===== config.mk =====
export PLATFORM = sky130hd
export DESIGN_NAME = mux_nx1_rr_reg
export DESIGN_NICKNAME = d
export VERILOG_FILES = /design/src/rtl/mux_nx1_rr_reg_pkg.sv /design/src/rtl/mux_nx1_rr_reg_rr_arbiter.sv /design/src/rtl/mux_nx1_rr_reg.sv
export SDC_FILE = /design/constraint.sdc
export NUM_CORES = 1
export LEC_CHECK = 0
export BUFFER_PORTS_ARGS = -buffer_cell sky130_fd_sc_hd__buf_2
export CAP_MARGIN = 20
export CORE_MARGIN = 2
export CORE_UTILIZATION = 42
export DETAILED_ROUTE_END_ITERATION = 10
export GPL_ROUTABILITY_DRIVEN = 1
export GPL_TIMING_DRIVEN = 0
export HOLD_SLACK_MARGIN = 0.15
export PLACE_DENSITY = 0.79
export SLEW_MARGIN = 30
export SYNTH_ARGS = -nofsm -noshare
export SYNTH_HDL_FRONTEND = slang
export SYNTH_SLANG_ARGS = --single-unit
export TNS_END_PERCENT = 5

===== constraint.sdc =====
create_clock -name clk -period 3.53 [get_ports clk]
set_clock_uncertainty 0.1 [all_clocks]
set_input_delay 0.5295 -clock clk [delete_from_list [all_inputs] [get_ports clk]]
set_output_delay 0.5295 -clock clk [all_outputs]
set_load 0.02 [all_outputs]

===== src/rtl/mux_nx1_rr_reg_pkg.sv =====
// Shared constants and helpers for the N:1 registered selector.
// Defines the mode encodings, the default sizes and the round-robin pointer increment.
package mux_pkg;

  localparam logic MODE_EXPLICIT = 1'b0;
  localparam logic MODE_RR       = 1'b1;

  localparam int DEF_WIDTH  = 32;
  localparam int DEF_NUM_IN = 4;

  // Wraps at n rather than at a power of two, so non-power-of-two NUM_IN works.
  function automatic int rr_next(input int idx, input int n);
    return (idx + 1 >= n) ? 0 : idx + 1;
  endfunction

endpackage


===== src/rtl/mux_nx1_rr_reg_rr_arbiter.sv =====
// Combinational rotating-priority arbiter.
// The search starts at ptr, moves upward and wraps from NUM_IN-1 back to 0.
module rr_arbiter
  import mux_pkg::*;
#(
  parameter int NUM_IN = DEF_NUM_IN,
  localparam int SEL_W = $clog2(NUM_IN)
) (
  input  logic [NUM_IN-1:0] req,
  input  logic [SEL_W-1:0]  ptr,
  output logic [NUM_IN-1:0] gnt,
  output logic [SEL_W-1:0]  gnt_idx,
  output logic              gnt_any
);

  localparam logic [SEL_W:0] NUM_IN_W = (SEL_W+1)'(NUM_IN);

  logic [SEL_W:0]   pos;
  logic [SEL_W-1:0] idx;

  always_comb begin
    gnt     = '0;
    gnt_idx = '0;
    gnt_any = 1'b0;
    pos     = '0;
    idx     = '0;
    for (int k = 0; k < NUM_IN; k++) begin
      // One extra bit holds ptr+k before it is folded back into range.
      pos = {1'b0, ptr} + (SEL_W+1)'(k);
      if (pos >= NUM_IN_W) pos = pos - NUM_IN_W;
      idx = pos[SEL_W-1:0];
      if (!gnt_any && req[idx]) begin
        gnt_any  = 1'b1;
        gnt[idx] = 1'b1;
        gnt_idx  = idx;
      end
    end
  end

endmodule


===== src/rtl/mux_nx1_rr_reg.sv =====
// N:1 selector with a registered output stage, valid/ready on every port,
// and either explicit (sel) or round-robin source choice.
module mux_nx1_rr_reg
  import mux_pkg::*;
#(
  parameter int WIDTH  = DEF_WIDTH,
  parameter int NUM_IN = DEF_NUM_IN,
  localparam int SEL_W = $clog2(NUM_IN)
) (
  input  logic                    clk,
  input  logic                    rst_n,
  input  logic                    mode,
  input  logic [SEL_W-1:0]        sel,
  input  logic [NUM_IN-1:0]       in_valid,
  input  logic [NUM_IN*WIDTH-1:0] in_data,
  output logic [NUM_IN-1:0]       in_ready,
  output logic                    out_valid,
  input  logic                    out_ready,
  output logic [WIDTH-1:0]        out_data,
  output logic [SEL_W-1:0]        out_src,
  output logic                    sel_err
);

  localparam logic [SEL_W:0] NUM_IN_W = (SEL_W+1)'(NUM_IN);

  logic [SEL_W-1:0]  rr_ptr;
  logic [NUM_IN-1:0] rr_gnt;
  logic [SEL_W-1:0]  rr_idx;
  logic              rr_any;

  logic [NUM_IN-1:0] exp_gnt;
  logic              sel_oor;
  logic [NUM_IN-1:0] gnt;
  logic [SEL_W-1:0]  gnt_idx;
  logic              gnt_any;
  logic              load_en;
  logic              take;
  logic [WIDTH-1:0]  gnt_data;

  rr_arbiter #(.NUM_IN(NUM_IN)) u_arb (
    .req     (in_valid),
    .ptr     (rr_ptr),
    .gnt     (rr_gnt),
    .gnt_idx (rr_idx),
    .gnt_any (rr_any)
  );

  assign sel_oor = ({1'b0, sel} >= NUM_IN_W);

  // An out-of-range sel matches no index, so it yields no grant by construction.
  always_comb begin
    exp_gnt = '0;
    for (int i = 0; i < NUM_IN; i++) begin
      exp_gnt[i] = (sel == SEL_W'(i)) && in_valid[i];
    end
  end

  always_comb begin
    if (mode == MODE_RR) begin
      gnt     = rr_gnt;
      gnt_idx = rr_idx;
      gnt_any = rr_any;
    end else begin
      gnt     = exp_gnt;
      gnt_idx = sel;
      gnt_any = |exp_gnt;
    end
  end

  always_comb begin
    gnt_data = '0;
    for (int i = 0; i < NUM_IN; i++) begin
      if (gnt[i]) gnt_data = in_data[i*WIDTH +: WIDTH];
    end
  end

  // Handshake: a word moves across a port in any cycle where valid and ready
  // are both high. in_ready depends only on the grant (never on data) and on
  // whether the output register is free or being drained this cycle; the
  // producer must hold its word until it sees ready.
  assign load_en  = !out_valid || out_ready;
  assign in_ready = gnt & {NUM_IN{load_en}};
  assign take     = load_en && gnt_any;

  always_ff @(posedge clk or negedge rst_n) begin
    if (!rst_n) begin
      out_valid <= 1'b0;
      out_data  <= '0;
      out_src   <= '0;
      sel_err   <= 1'b0;
      rr_ptr    <= '0;
    end else begin
      sel_err <= (mode == MODE_EXPLICIT) && sel_oor;
      if (take) begin
        out_valid <= 1'b1;
        out_data  <= gnt_data;
        out_src   <= gnt_idx;
        if (mode == MODE_RR) begin
          rr_ptr <= SEL_W'(rr_next(int'(gnt_idx), NUM_IN));
        end
      end else if (out_ready) begin
        out_valid <= 1'b0;
      end
    end
  end

endmodule


# --- After elaboration in Yosys (flattened, before gate mapping) ---
# Cells that the tools add are included.
classes:
  n_addsub: 8
  magnitude_cmp: 13
  eq_ne: 3
  muxes: 42
  n_bitwise: 4
  n_reduce_logical: 21
ops:
  columns: ["operator", "n"]
  rows:
  - ["$mux 32", 4]
  - ["$mux 2", 10]
  - ["$mux 4", 5]
  - ["$mux 1", 15]
  - ["$ge 3x3->1 const B", 4]
  - ["$logic_and 1x1->1", 12]
  - ["$lt 2x3->1 const B", 4]
  - ["$or 4x4->4", 3]
  - ["$bmux 1 s2", 4]
  - ["$demux 1 s2", 4]
  - ["$ge 2x1->1 const B", 4]
  - ["$sub 2x1->2 const B", 4]
  - ["$add 2x1->3 const B", 2]
  - ["$add 2x2->3 const B", 2]
  - ["$and 4x4->4", 1]
  - ["$eq 2x2->1 const B", 2]
  - ["$logic_not 1->1", 4]
  - ["$reduce_or 4->1", 1]
  - ["$ge 2x3->1 const B", 1]
  - ["$eq 2x1->1 const B", 1]
  - ["$logic_not 2->1", 1]
  - ["$reduce_and 2->1", 1]
  - ["$reduce_bool 2->1", 1]
  - ["$logic_or 1x1->1", 1]
word_totals:
  ff_bits: 37
  input_bits: 138
  output_inout_bits: 40
  wordCells: 95

# --- Depth between registers and ports, before layout ---
depth:
  word_depth: 19
  mapped_depth: 13
  mapped_depth_nobuf: 8

# --- Hierarchy ---
# From an unflattened synthesis, not the netlist that was laid out.
hier_totals:
  cells_unflattened: 377
  area_unflattened_um2: 2950.3
by_module_without_submodules:
  columns: ["module", "instances", "cells_per_inst", "area_per_inst_um2", "seq_area_each_um2"]
  rows:
  - ["mux_nx1_rr_reg", 1, 332, 2528.7, 925.9]
  - ["rr_arbiter", 1, 45, 421.7, 0.0]

# --- Worst setup path before layout ---
# No wires, ideal clock.
synth_path:
  path_type: "register -> output"
  startpoint: "reg rr_ptr[0]"
  endpoint: "out in_ready[3]"
  arrival_ns: 3.015
  required_ns: 2.900
  path_slack_ns: -0.115
  stages_incl_launch_ff: 12
  n_path_buf: 4
  cell_sequence: "dfrtp_1 buf_6 inv_1 ha_1 clkbuf_1 mux4_2 nor4b_4 nand3_1 o311a_1 buf_6 clkbuf_1 a21oi_1"
synth_via:
  elab_chain_cells: 16
  elab_cells_between_ends: 61
  classes_between: "add/sub (7); order compare (12); mux (28); bitwise (4); reduce/logical (10)"
synth_lines:
  columns: ["item", "line", "rtl"]
  rows:
  - ["start: declaration", "mux_nx1_rr_reg.sv:26", "logic [SEL_W-1:0] rr_ptr;"]
  - ["start signal: assignment", "mux_nx1_rr_reg.sv:99", "rr_ptr <= SEL_W'(rr_next(int'(gnt_idx), NUM_IN));"]
  - ["branches (longest 13 deep; another with $add 2x1->3)", null, null]
  - ["$mux 4 (*)", "mux_nx1_rr_reg_rr_arbiter.sv:32", "if (!gnt_any && req[idx]) begin"]
  - ["$mux 4 (*)", "mux_nx1_rr_reg.sv:59", "if (mode == MODE_RR) begin"]
  - ["$and 4x4->4 (*)", "mux_nx1_rr_reg.sv:82", "assign in_ready = gnt & {NUM_IN{load_en}};"]
  - ["end: declaration", "mux_nx1_rr_reg.sv:16", "output logic [NUM_IN-1:0] in_ready,"]
# Mark *: on every way between the ends. The select of a mux whose other input is x is not followed.

# --- Worst setup path after layout ---
# Same ends and word-level chain as after synthesis.

==> results.py <==
metrics = {
    "outcome": {
        "status": "finished clean",
    },
    "worst_hold_path": {
        "hp-start": "in_data[64]",
        "hold_depth": 3,
        "min_path_type": "in2reg",
        "worstHoldEndpoint": "out_data[0]",
    },
    "sta": {
        "rsz0062_at_grt": "true",
        "worst_pin_slew_ps": 753,
        "holdWs_ps": 369,
        "fin_crit_sh_pct": 96.6,
        "setup_viol": 0,
        "max_freq_mhz": 293,
        "hold_viol": 0,
        "max_slew_margin_pct": 48.5,
        "slew_viol_final": 0,
        "min_period_ps": 3410,
    },
    "cts": {
        "cts.sinks": 37,
        "clk_path_buf_depth": 2,
        "cts.root.buffer_cell": "clkbuf_8",
        "path_clk_slew_ps": 80,
        "h-tree-depth": 2,
        "cts_tree": "yes",
        "numCtsBuffers": 5,
        "clk_latency_ps": 300,
    },
    "finish": {
        "fillers": 708,
        "drive_gt1_share_pct": 52.1,
        "layout.nets": 672,
        "area_growth_pct": 39.3,
        "n_antenna_cell": 0,
    },
    "drt": {
        "antenna_left": 0,
        "route.detailed.drc": 0,
        "drt-vias-per-instance": 5.77,
        "dr.pass1.iters": 5,
        "wirelength_mm": 11.2,
        "drt-initial-drc-count": 123,
        "wl_per_cell_um": 17.8,
        "vias": 3633,
    },
    "pwr": {
        "power.density_nw_per_um2": 790,
        "p_seq_share_pct": 19.9,
        "power.switching_mw": 1.76,
        "switching_share_pct": 48.3,
        "pwr-share-comb_pct": 71.0,
        "pwr-share-clk_pct": 9.0,
        "p_int_mw": 1.89,
        "finalPower_mw": 3.66,
        "power.ir.vdd_worst_mv": 0.361,
        "cellLeakagePower_nw": 2.13,
    },
    "floorplanning": {
        "die_w_um": 92.9,
        "num_rows": 32,
        "core_area_um2": 7690,
        "die-area_um2": 8630,
        "die_h_um": 92.9,
        "initial_core_util_pct": 43.2,
        "top_level_ports": 178,
    },
    "setup_path": {
        "cp_slowest_cell": "dfrtp_2",
        "cp.arrival_ps": 2780,
        "reg2reg_depth": 11,
        "cp_cell_sequence": "buf_8, clkinvlp_4, ha_4, mux4_2, nor4b_4, nand3_1, o311a_1, buf_6, buf_8, a21oi_4, buf_6",
        "rr_endpoint": "out_data[11]",
        "rrSetupSlack_ps": 310,
        "slowest_delay_ps": 390,
        "criticalPathCategory": "reg2out",
        "critPathLaunchType": "register",
        "reg2reg_from": "rr_ptr[0]",
        "crit_buf_inv": 5,
        "crit_fanout": 10,
        "endpoint_kind": "output pin",
        "required_ps": 2900,
        "critPathTopFamily": "buffers and inverters",
    },
    "placement": {
        "io_buffers": 175,
        "dp_hpwl_mm": 8.18,
        "gp_congestion": 0.839,
    },
    "logic_synthesis": {
        "synth-seq-cells": 37,
        "synth_cells": 332,
        "synth-edff-count": 0,
        "synthArstFlopShare_pct": 100,
        "synth_top_area_share_pct": 27.9,
        "synth.area.top_cells": "dfrtp_1, o221ai_2, mux2i_1",
        "yosys_most_used_dff": "dfrtp_1",
        "yosysSeqAreaShare_pct": 27.9,
        "syn_area_um2": 3320,
        "synth_cell_type_count": 51,
        "avgSynthCellArea_um2": 10.0,
        "syn_nets": 477,
        "synth_largest_area_cell": "dfrtp_1",
        "yosys_warnings": 0,
    },
    "grt": {
        "grt.total_usage_pct": 25.7,
        "grt_max_degree": 38,
        "antenna_found_initial": 0,
        "grt_overflow": 0,
        "grt_pass1_wl_mm": 17.5,
        "grt_pass1_vias": 3516,
    },
    "job": {
        "drv_cap": 0,
    },
}
power by group through the flow:
stage          clock (mW)  combinational (mW)  sequential, mW
6_report            0.330                2.60           0.728
5_1_grt             0.351                2.82           0.749
4_1_cts             0.335                2.54           0.726
3_5_place_dp            0                2.35           0.743
3_3_place_gp            0                2.30           0.740
2_1_floorplan           0                1.48           0.972
synth_stat cells (all sizes together) (7+ instances only):
master   n
buf     27
nand3   37
mux2i   32
dfrtp   37
o221ai  34
nor3b   33
nand2    8
clkbuf  12
a22oi   34
a21oi    8
ha       7
inv      8
stage by stage:
| step | cells | cell area [µm²] | TNS (ps) | setup slack (ps) | utilization, % |
|---|---|---|---|---|---|
| floorplan | 332 | 3320 | 0 | 4.03 | - |
| global placement | 609 | 4330 | -6750 | -584 | 56.3 |
| detailed placement | 609 | 4330 | -8750 | -612 | 56.3 |
| CTS | 628 | 4570 | 0 | 7.75 | 59.5 |
| global route | 630 | 4630 | -41.4 | -25.3 | 60.2 |
| finish | 630 | 4630 | 0 | 120 | 60.2 |
cell type report:
class | count | area (µm²) | share of cell area (%)
multi-input cells | 248 | 2190 | 47.3
flip-flops and latches | 37 | 927 | 20.0
clock inverters | 2 | 13.8 | 0.298
well taps | 102 | 128 | 2.76
clock buffers | 6 | 82.6 | 1.79
repair buffers | 190 | 1000 | 21.6
plain buffers | 37 | 251 | 5.44
inverters | 8 | 33.8 | 0.730
repair_timing:
| item | CTS | global route |
|---|---|---|
| cloned | 0 | 0 |
| setup endpoints to repair | 35 | 3 |
| hold endpoints to repair | 0 | 28 |
| resized for setup | 16 | 8 |
| setup buffers | 12 | 2 |
| hold buffers | 0 | 1 |
| pin swaps | 6 | 4 |
routing by layer:
| layer | GRT usage [%] | share of wire, % | vias up |
|---|---|---|---|
| met5 | 0 | 0 | - |
| met4 | 4.41 | 0.66 | 0 |
| met3 | 4.07 | 7.2 | 10 |
| met2 | 45.8 | 51 | 168 |
| met1 | 33.1 | 41 | 1745 |
| li1 | - | - | 1710 |
registers in the layout (all words and copies together) (netlist names):
| name | count |
|---|---|
| out_data | 32 |
| out_src | 2 |
| rr_ptr | 2 |
| out_valid | 1 |
tightest hold or removal path, delay by kind of cell:
| family | cells | cell delay [ps] |
|---|---|---|
| AOI/OAI and AO/OA | 1 | 60 |
| buffers and inverters | 1 | 80 |
| and+or+nand+nor | 1 | 50 |
cell usage in the layout, fill, tap and decap left out, drive strengths merged, types with 7 or more instances in the layout:
cell,n
nand3,37
clkbuf,16
inv,7
dfrtp,37
a22oi,34
a21oi,8
nand2,8
nor3b,33
mux2i,32
o221ai,34
ha,7
buf,216
logic make-up (layout without fill, tap and decap cells):
kind of cell	Yosys count	in the layout	share of synthesized area [%]
simple gates	101	101	18.8
mux	37	37	12.7
buf+inv	47	243	7.84
fa+ha+maj	7	7	2.64
flops	37	37	27.9
xor+xnor	1	1	0.264
compound gates	101	101	29.7
other cells	1	1	0.113
how the worst max path moves through the flow:
| stage | startpoint | to | cells past startpoint |
|---|---|---|---|
| after floorplan | rr_ptr[0] | in_ready[1] | 11 |
| after global routing | rr_ptr[0] | in_ready[2] | 10 |
| after detailed placement | rr_ptr[0] | in_ready[2] | 10 |
| final | rr_ptr[0] | in_ready[3] | 11 |
| after global placement | rr_ptr[0] | in_ready[2] | 10 |
| after CTS | rr_ptr[0] | in_ready[3] | 11 |
Note: power is estimated with default switching activity, not from simulation.
